$ cat config.mk
export PLATFORM = sky130hd
export DESIGN_NAME = msrv32_imm_gen_stage_flat
export DESIGN_NICKNAME = d
export VERILOG_FILES = /design/src/rtl/msrv32_imm_gen_stage_pkg.sv /design/src/rtl/msrv32_imm_gen_stage_if.sv /design/src/rtl/msrv32_imm_gen_stage_decode.sv /design/src/rtl/msrv32_imm_gen_stage.sv /design/src/flat_wrapper.sv
export SDC_FILE = /design/constraint.sdc
export NUM_CORES = 1
export LEC_CHECK = 0
export CORE_ASPECT_RATIO = 1.4
export CORE_MARGIN = 2
export CORE_UTILIZATION = 30
export CTS_BUF_LIST = sky130_fd_sc_hd__clkbuf_16
export DETAILED_ROUTE_END_ITERATION = 10
export PLACE_DENSITY = 0.53
export SETUP_SLACK_MARGIN = 0.15
export SLEW_MARGIN = 0
export SYNTH_ARGS = -nofsm -noshare
export SYNTH_HDL_FRONTEND = slang
export SYNTH_SLANG_ARGS = --single-unit
export TNS_END_PERCENT = 1
$ cat constraint.sdc
create_clock -name clk_in -period 6.7 [get_ports clk_in]
set_clock_uncertainty 0.05 [all_clocks]
set_input_delay 1.675 -clock clk_in [delete_from_list [all_inputs] [get_ports clk_in]]
set_output_delay 1.675 -clock clk_in [all_outputs]
set_load 0.03 [all_outputs]
$ cat src/rtl/msrv32_imm_gen_stage_pkg.sv
// -----------------------------------------------------------------------------
// msrv32_imm_pkg
// Shared definitions for the msrv32 immediate-generation stage.
//   - IMM_* : imm_type encodings driven by the decode/control unit.
//   - imm_entry_t : one buffer entry (valid, misalign flag, immediate, tag).
//     The immediate and tag fields are sized for the widest legal build
//     (XLEN=64, TAG_W<=16); narrower builds zero-pad the upper bits.
// Optional feature macro used by the stage: MSRV32_IMM_MISALIGN_CHK_EN.
// -----------------------------------------------------------------------------
package msrv32_imm_pkg;

  localparam logic [2:0] IMM_I0  = 3'b000;
  localparam logic [2:0] IMM_I1  = 3'b001;
  localparam logic [2:0] IMM_S   = 3'b010;
  localparam logic [2:0] IMM_B   = 3'b011;
  localparam logic [2:0] IMM_U   = 3'b100;
  localparam logic [2:0] IMM_J   = 3'b101;
  localparam logic [2:0] IMM_CSR = 3'b110;
  localparam logic [2:0] IMM_I2  = 3'b111;

  localparam int IMM_MAX_W = 64;
  localparam int TAG_MAX_W = 16;

  typedef struct packed {
    logic                 valid;
    logic                 misalign;
    logic [IMM_MAX_W-1:0] imm;
    logic [TAG_MAX_W-1:0] tag;
  } imm_entry_t;

endpackage

$ cat src/rtl/msrv32_imm_gen_stage_if.sv
// -----------------------------------------------------------------------------
// msrv32_imm_gen_stage_if
// Handshake bundle of the immediate-generation stage.
//   Input side : in_valid_in, in_ready_out, instr_in[31:0], imm_type_in[2:0],
//                tag_in[TAG_W-1:0]
//   Output side: out_valid_out, out_ready_in, imm_out[XLEN-1:0],
//                tag_out[TAG_W-1:0], misalign_out (only with
//                MSRV32_IMM_MISALIGN_CHK_EN defined)
// Modports: slave  = the stage itself
//           master = the surrounding pipeline (upstream + downstream)
// -----------------------------------------------------------------------------
interface msrv32_imm_gen_stage_if #(
  parameter int XLEN  = 32,
  parameter int TAG_W = 5
);
  logic             in_valid_in;
  logic             in_ready_out;
  logic [31:0]      instr_in;
  logic [2:0]       imm_type_in;
  logic [TAG_W-1:0] tag_in;
  logic             out_valid_out;
  logic             out_ready_in;
  logic [XLEN-1:0]  imm_out;
  logic [TAG_W-1:0] tag_out;
`ifdef MSRV32_IMM_MISALIGN_CHK_EN
  logic             misalign_out;
`endif

  modport slave (
    input  in_valid_in, instr_in, imm_type_in, tag_in, out_ready_in,
    output in_ready_out, out_valid_out, imm_out, tag_out
`ifdef MSRV32_IMM_MISALIGN_CHK_EN
    , output misalign_out
`endif
  );

  modport master (
    output in_valid_in, instr_in, imm_type_in, tag_in, out_ready_in,
    input  in_ready_out, out_valid_out, imm_out, tag_out
`ifdef MSRV32_IMM_MISALIGN_CHK_EN
    , input misalign_out
`endif
  );
endinterface

$ cat src/rtl/msrv32_imm_gen_stage_decode.sv
// -----------------------------------------------------------------------------
// msrv32_imm_decode
// Purely combinational RV32I immediate decoder, output width XLEN (32 or 64).
//   i_instr[31:0]   raw instruction word
//   i_imm_type[2:0] immediate format (see msrv32_imm_pkg IMM_*)
//   o_imm[XLEN-1:0] decoded immediate; signed formats take their sign from
//                   instr[31], CSR zimm is zero-extended
// -----------------------------------------------------------------------------
module msrv32_imm_decode
  import msrv32_imm_pkg::*;
#(
  parameter int XLEN = 32
) (
  input  logic [31:0]     i_instr,
  input  logic [2:0]      i_imm_type,
  output logic [XLEN-1:0] o_imm
);

  logic signed [31:0] w_imm32;
  logic               w_unused_opcode;

  // The opcode field never contributes to an immediate.
  assign w_unused_opcode = &{1'b0, i_instr[6:0]};

  always_comb begin
    w_imm32 = {{20{i_instr[31]}}, i_instr[31:20]};
    case (i_imm_type)
      IMM_S:   w_imm32 = {{20{i_instr[31]}}, i_instr[31:25], i_instr[11:7]};
      IMM_B:   w_imm32 = {{20{i_instr[31]}}, i_instr[7], i_instr[30:25],
                          i_instr[11:8], 1'b0};
      IMM_U:   w_imm32 = {i_instr[31:12], 12'b0};
      IMM_J:   w_imm32 = {{12{i_instr[31]}}, i_instr[19:12], i_instr[20],
                          i_instr[30:21], 1'b0};
      IMM_CSR: w_imm32 = {27'b0, i_instr[19:15]};
      default: w_imm32 = {{20{i_instr[31]}}, i_instr[31:20]};
    endcase
  end

  // Signed cast: widening to 64 bits replicates bit 31. CSR values are
  // positive here, so the same path zero-extends them.
  assign o_imm = XLEN'(w_imm32);

endmodule

$ cat src/rtl/msrv32_imm_gen_stage.sv
// -----------------------------------------------------------------------------
// msrv32_imm_gen_stage
// Registered immediate-generation stage between decode and the ALU operand
// mux. Decode happens on the input side; an output register (OUT) backed by a
// skid register (SKID) holds finished immediates, giving full throughput under
// backpressure with in_ready_out taken straight from a flop.
//   clk_in   core clock (rising edge)
//   rst_in   synchronous active-high reset
//   flush_in synchronous drop of both buffered entries (and any same-cycle
//            acceptance)
//   bus      msrv32_imm_gen_stage_if.slave handshake bundle
// Optional: define MSRV32_IMM_MISALIGN_CHK_EN to add bus.misalign_out, set for
// B/J immediates whose bit 1 is set, carried with its entry.
// Parameters: XLEN (32 or 64), TAG_W (1..16).
// -----------------------------------------------------------------------------
module msrv32_imm_gen_stage
  import msrv32_imm_pkg::*;
#(
  parameter int XLEN  = 32,
  parameter int TAG_W = 5
) (
  input  logic                  clk_in,
  input  logic                  rst_in,
  input  logic                  flush_in,
  msrv32_imm_gen_stage_if.slave bus
);

  logic [XLEN-1:0] w_imm;
  imm_entry_t      w_new;
  imm_entry_t      r_out;
  imm_entry_t      r_skid;
  logic            w_acc;
  logic            w_drain;
  logic            w_unused_pad;

  msrv32_imm_decode #(.XLEN(XLEN)) u_decode (
    .i_instr    (bus.instr_in),
    .i_imm_type (bus.imm_type_in),
    .o_imm      (w_imm)
  );

  always_comb begin
    w_new          = '0;
    w_new.valid    = 1'b1;
    w_new.imm      = IMM_MAX_W'(w_imm);
    w_new.tag      = TAG_MAX_W'(bus.tag_in);
`ifdef MSRV32_IMM_MISALIGN_CHK_EN
    w_new.misalign = ((bus.imm_type_in == IMM_B) || (bus.imm_type_in == IMM_J))
                     && w_imm[1];
`endif
  end

  assign w_acc   = bus.in_valid_in & ~r_skid.valid;
  assign w_drain = r_out.valid & bus.out_ready_in;

  // Stage boundary: OUT/SKID registers. SKID only fills while OUT is stalled,
  // and OUT refills from SKID before taking new input, which keeps order FIFO.
  always_ff @(posedge clk_in) begin
    if (rst_in) begin
      r_out        <= '0;
      r_skid.valid <= 1'b0;
    end else if (flush_in) begin
      r_out.valid  <= 1'b0;
      r_skid.valid <= 1'b0;
    end else if (!r_out.valid || w_drain) begin
      if (r_skid.valid) begin
        r_out        <= r_skid;
        r_skid.valid <= 1'b0;
      end else if (w_acc) begin
        r_out <= w_new;
      end else begin
        r_out.valid <= 1'b0;
      end
    end else if (w_acc) begin
      r_skid <= w_new;
    end
  end

  assign bus.in_ready_out  = ~r_skid.valid;
  assign bus.out_valid_out = r_out.valid;
  assign bus.imm_out       = r_out.imm[XLEN-1:0];
  assign bus.tag_out       = r_out.tag[TAG_W-1:0];
`ifdef MSRV32_IMM_MISALIGN_CHK_EN
  assign bus.misalign_out  = r_out.misalign;
`endif

  // Padding bits above XLEN/TAG_W (and the flag when the check is off) are
  // constant and deliberately left unread.
  assign w_unused_pad = ^{r_out, r_skid};

endmodule
$ cat src/flat_wrapper.sv
// flat-port wrapper written by rule: the top's interface ports become plain ports
module msrv32_imm_gen_stage_flat import msrv32_imm_pkg::*;
#(
  parameter int XLEN  = 32,
  parameter int TAG_W = 5
)
  (clk_in, rst_in, flush_in, bus_in_valid_in, bus_instr_in, bus_imm_type_in, bus_tag_in, bus_out_ready_in, bus_in_ready_out, bus_out_valid_out, bus_imm_out, bus_tag_out);
  msrv32_imm_gen_stage_if #(.XLEN(XLEN), .TAG_W(TAG_W)) bus_i ();
  input  logic clk_in;
  input  logic rst_in;
  input  logic flush_in;
  input wire logic [$bits(bus_i.in_valid_in)-1:0] bus_in_valid_in;
  input wire logic [$bits(bus_i.instr_in)-1:0] bus_instr_in;
  input wire logic [$bits(bus_i.imm_type_in)-1:0] bus_imm_type_in;
  input wire logic [$bits(bus_i.tag_in)-1:0] bus_tag_in;
  input wire logic [$bits(bus_i.out_ready_in)-1:0] bus_out_ready_in;
  output wire logic [$bits(bus_i.in_ready_out)-1:0] bus_in_ready_out;
  output wire logic [$bits(bus_i.out_valid_out)-1:0] bus_out_valid_out;
  output wire logic [$bits(bus_i.imm_out)-1:0] bus_imm_out;
  output wire logic [$bits(bus_i.tag_out)-1:0] bus_tag_out;
  assign bus_i.in_valid_in = bus_in_valid_in;
  assign bus_i.instr_in = bus_instr_in;
  assign bus_i.imm_type_in = bus_imm_type_in;
  assign bus_i.tag_in = bus_tag_in;
  assign bus_i.out_ready_in = bus_out_ready_in;
  assign bus_in_ready_out = bus_i.in_ready_out;
  assign bus_out_valid_out = bus_i.out_valid_out;
  assign bus_imm_out = bus_i.imm_out;
  assign bus_tag_out = bus_i.tag_out;
  msrv32_imm_gen_stage #(.XLEN(XLEN), .TAG_W(TAG_W)) u_core (.clk_in(clk_in), .rst_in(rst_in), .flush_in(flush_in), .bus(bus_i));
endmodule
== After elaboration in Yosys (flattened, before gate mapping) ==
Index checks and enable logic that the tools add are counted.
Word-level totals
  output and inout bits: 39
  register bits: 76
  input bits: 45
  word-level logic and storage cells: 28
Operators by class
  mux-type cells: 4
  equality and inequality tests: 5
  reduce and logical (&&, ||, !) cells: 7
  bitwise logic cells: 6
Operator list (number)
  32-bit case mux with 5 select lines: 1
  82-bit 2-to-1 mux: 1
  81-bit 2-to-1 mux: 1
  3-bit == test (second input constant): 3
  3-bit by 2-bit == test with 1-bit output (second input constant): 2
  1-bit inverter: 4
  4-bit AND reduction: 1
  3-bit AND reduction: 1
  3-bit OR reduction: 1
  1-bit bitwise AND: 2
  2-bit nonzero test: 1
  2-bit OR reduction: 1
  1-bit zero test: 1
  1-bit logical OR: 1
  1-bit 2-to-1 mux: 1

== Longest topological paths before layout ==
  depth after elaboration: 4
  mapped depth: 6
  mapped depth without buffers: 4

== Cells and area by module ==
From an unflattened synthesis, not the netlist that was laid out.
Unflattened totals
  cells, all modules: 323
  area, all modules: 3688.5 um2
Modules (own cells, without submodules)
  msrv32_imm_gen_stage: area an instance 3280.6 um2, instances 1, seq. area each 1891.8 um2, cells each 257
  msrv32_imm_decode: area an instance 407.9 um2, instances 1, seq. area each 0.0 um2, cells each 66

== Worst setup path before layout ==
Ideal clock, no wire load.
  path type: in2reg
  start point: input rst_in
  end point: register u_core.r_skid[0] (netlist name) (enable)
  required time: 6.126 ns
  arrival: 5.716 ns
  path buffers: 2
  library setup time: 0.524 ns
  slack: 0.410 ns
  cell stages on the path: 3
  cell sequence: clkbuf_1 -> clkbuf_1 -> nor4_1
Between the ends
  word-level cells in the longest chain between the ends: 2
Ends and longest elaborated chain
  from (decl): line flat_wrapper.sv:10  | input logic rst_in;
  1-bit inverter (no line)
  4-bit AND reduction (no line)
  to (signal assigned): line msrv32_imm_gen_stage.sv:75  | r_skid <= w_new;
  to (decl): line msrv32_imm_gen_stage.sv:31  | imm_entry_t r_skid;
Every way passes these cells.
A chain may end at the register's enable or synchronous reset.

== Worst setup path after layout ==
  start point: input bus_imm_type_in[2]
  end point: register u_core.r_skid[17] (netlist name), data pin
Between the ends
  word-level cells in the longest chain between the ends: 2
  elaborated cells between the ends (all ways): 6
  those cells by class: eq/ne (5); mux (1)
Ends and longest elaborated chain
  from (decl): line flat_wrapper.sv:14  | input wire logic [$bits(bus_i.imm_type_in)-1:0] bus_imm_type_in;
  3-bit == test / 3-bit by 2-bit == test with 1-bit output (equally long branches): line msrv32_imm_gen_stage_decode.sv:27  | case (i_imm_type)
  32-bit case mux with 5 select lines *: line msrv32_imm_gen_stage_decode.sv:27
  net u_core.u_decode.o_imm[1]: line msrv32_imm_gen_stage_decode.sv:16  | output logic [XLEN-1:0] o_imm
The timed path passes the listed nets; every way through them passes the cells marked *.

==> flow_metrics.env <==
export IMPL_status="finished clean"
export IMPL_ys_seq_area_frac=0.528
export IMPL_fp_dieW_um=96.3
export IMPL_clock_sinks=76
export IMPL_hold_buffers=0
export IMPL_cts_setup_buffers=0
export IMPL_power_density_nw_per_um2=237
export IMPL_drt_pass1_iter_count=4
export IMPL_switchingPower_mw=0.278
export IMPL_core_um2=11800
export IMPL_vias=2746
export IMPL_clockRootBuffer="clkbuf_16"
export IMPL_synthSimpleGateAreaFrac=0.199
export IMPL_antenna_found_initial=0
export IMPL_clockPowerShare=0.400
export IMPL_hp_class="reg2reg"
export IMPL_drc=0
export IMPL_worstPathArrival_ps=3920
export IMPL_clkTransAtPathRegs_ps=60
export IMPL_die_h_um=133
export IMPL_cp_end_kind="flop"
export IMPL_dpl_worst_slack_ps=2490
export IMPL_combPwrFrac=0.144
export IMPL_seq_power_share=0.456
export IMPL_hold_viol=0
export IMPL_place_inst=522
export IMPL_ioPinCount=84
export IMPL_cts_tree="yes"
export IMPL_critical_path_cell_chain="clkdlybuf4s50_1 -> nor2b_1 -> nor2_1 -> a21boi_0 -> inv_1"
export IMPL_htreeDepth=3
export IMPL_rsz0062_at_grt="no"
export IMPL_fin_tns_setup_ps=0
export IMPL_grt_use_total=0.154
export IMPL_p_leak_nw=1.73
export IMPL_ys_ff_latch=76
export IMPL_fmax_mhz=257
export IMPL_globalplace_congestion=0.749
export IMPL_avgViaCountPerCell=5.10
export IMPL_wl_per_cell_um=17.1
export IMPL_drt_wl_total_mm=9.19
export IMPL_synth_cell_types=36
export IMPL_place_area_um2=4450
export IMPL_setup_viol=0
export IMPL_cp_max_fo=13
export IMPL_drt_initial_drc_count=111
export IMPL_synth_main_ff_cell="dfxtp_1"
export IMPL_r2r_start="u_core.r_skid[81]$_SDFFE_PP0P_"
export IMPL_layout_commonest_cell="clkdlybuf4s50_1"
export IMPL_synth_fa_ha_area_frac=0
export IMPL_rows=47
export IMPL_ant_nets=0
export IMPL_maxSlewViolCount=0
export IMPL_min_period_ps=3900
export IMPL_syn2layout_area_growth_pct=31.9
export IMPL_synth_top_family_by_area="compound AO/OA/AOI/OAI gates"
export IMPL_diodes=0
export IMPL_drive_gt1_frac=0.123
export IMPL_async_flop_share=0
export IMPL_peakVddDrop_mv=0.112
export IMPL_post_cts_resized=0
export IMPL_cts_inserted_buffers=9
export IMPL_maxCapViolations=0
export IMPL_syn_area_um2=3580
export IMPL_critPathSlowestCell="nor2b_1"
export IMPL_holdWs_ps=432
export IMPL_initial_core_util=0.304
export IMPL_grt_overflow=0
export IMPL_synth_edf_count=37
export IMPL_internal_power_mw=0.839
export IMPL_fin_crit_sh=0.582
export IMPL_worstMarginPinSlew_ps=1180
export IMPL_nNetsFinal=431
export IMPL_muxShareOfSynthArea=0.0196
export IMPL_slew_headroom=0.212
export IMPL_synthesis_nets=367
export IMPL_grt_max_degree=67
export IMPL_grt_pass1_vias=2806
export IMPL_crit_path_start="bus_imm_type_in[2]"
export IMPL_cp_required_ps=6730
export IMPL_synth_compound_area_share=0.211
export IMPL_netSwitchingFraction=0.249
export IMPL_post_dp_hpwl_mm=5.85
export IMPL_max_stage_delay_ps=830
export IMPL_syn_area_per_cell_um2=11.1
export IMPL_layout_cells_non_filler=538
export IMPL_portBuffers=76
export IMPL_fin_area_um2=4720
export IMPL_grt_pass1_wl_mm=15.0
export IMPL_clk_insertion_delay_late_ps=330
export IMPL_postSynthCellCount=322
export IMPL_synth_xor_area_frac=0
export IMPL_clockBufferDepth=2
export IMPL_synth_warnings=0
export IMPL_startpoint_type="primary input"
export IMPL_hp_start="u_core.bus.imm_out[0]$_SDFFE_PP0P_"
export IMPL_dieArea_um2=12800
export IMPL_critical_path_class="in2reg"
export IMPL_mostFrequentLayoutCells="clkdlybuf4s50_1, dfxtp_1, edfxtp_1"
export IMPL_setup_slack_ps=2800
-- power groups by stage --
stage / Clock (mW) / Combinational (mW) / Sequential [mW]
2_1_floorplan: 0 / 0.0689 / 0.544
6_report: 0.447 / 0.161 / 0.509
5_1_grt: 0.484 / 0.175 / 0.511
3_3_place_gp: 0 / 0.160 / 0.519
4_1_cts: 0.460 / 0.163 / 0.510
3_5_place_dp: 0 / 0.162 / 0.520
-- final cells by class --
| cell class | count | area [µm²] |
|---|---|---|
| flip-flops and latches | 76 | 1890 |
| clock buffers | 10 | 250 |
| clock inverters | 6 | 23.8 |
| fillers | 1168 | 7040 |
| multi-input cells | 211 | 1550 |
| inverters | 6 | 22.5 |
| well taps | 147 | 184 |
| repair buffers | 82 | 801 |
-- worst max-delay path, delay by kind of cell --
family          cells  cell delay, ps
simple gates        2            1030
buf+inv             2             770
compound gates      1             440
-- synthesized netlist by cell type (7+ instances only) --
| library cell | n | area [µm²] |
|---|---|---|
| mux2i_1 | 7 | 70.1 |
| nand2_1 | 22 | 82.6 |
| nor2b_1 | 11 | 68.8 |
| nor3b_1 | 9 | 67.6 |
| nand3b_1 | 23 | 173 |
| a21o_1 | 11 | 82.6 |
| o41ai_2 | 19 | 309 |
| clkbuf_1 | 15 | 56.3 |
| nor2_1 | 34 | 128 |
| nor3_1 | 9 | 45.0 |
| edfxtp_1 | 37 | 1110 |
| dfxtp_1 | 39 | 781 |
| a211oi_1 | 24 | 180 |
-- stage by stage --
step	power, mW	util
finish	1.12	0.402
global route	1.17	0.402
CTS	1.13	0.402
detailed placement	0.681	0.378
global placement	0.680	0.378
floorplan	0.612	-
-- registers in the layout, indices dropped and copies added, names as in the netlist --
signal and cells:
u_core.bus.imm_out 32, u_core.r_skid 38, u_core.bus.out_valid_out 1, u_core.bus.tag_out 5
-- cells by family after synthesis --
logic type      count (synthesis)
simple gates                  128
compound gates                 76
flops                          76
buf+inv                        35
mux                             7
-- layer usage --
metal	routed length, µm	global-route usage	up-vias
li1	-	-	1338
met1	4220	0.205	1333
met2	4400	0.238	66
met3	409	0.0379	9
met4	155	0.0595	0
met5	0	0	-
-- final timing paths --
kind                                              to  slack, ps  cells after the start
hold / removal    u_core.bus.imm_out[0]$_SDFFE_PP0P_        430                      2
setup / recovery         u_core.r_skid[17]$_DFFE_PP_       2800                      5
hold reg to reg   u_core.bus.imm_out[0]$_SDFFE_PP0P_        430                      2
setup reg to reg  u_core.bus.imm_out[3]$_SDFFE_PP0P_       3960                      5
No activity file was read; power rests on OpenSTA's default activity.
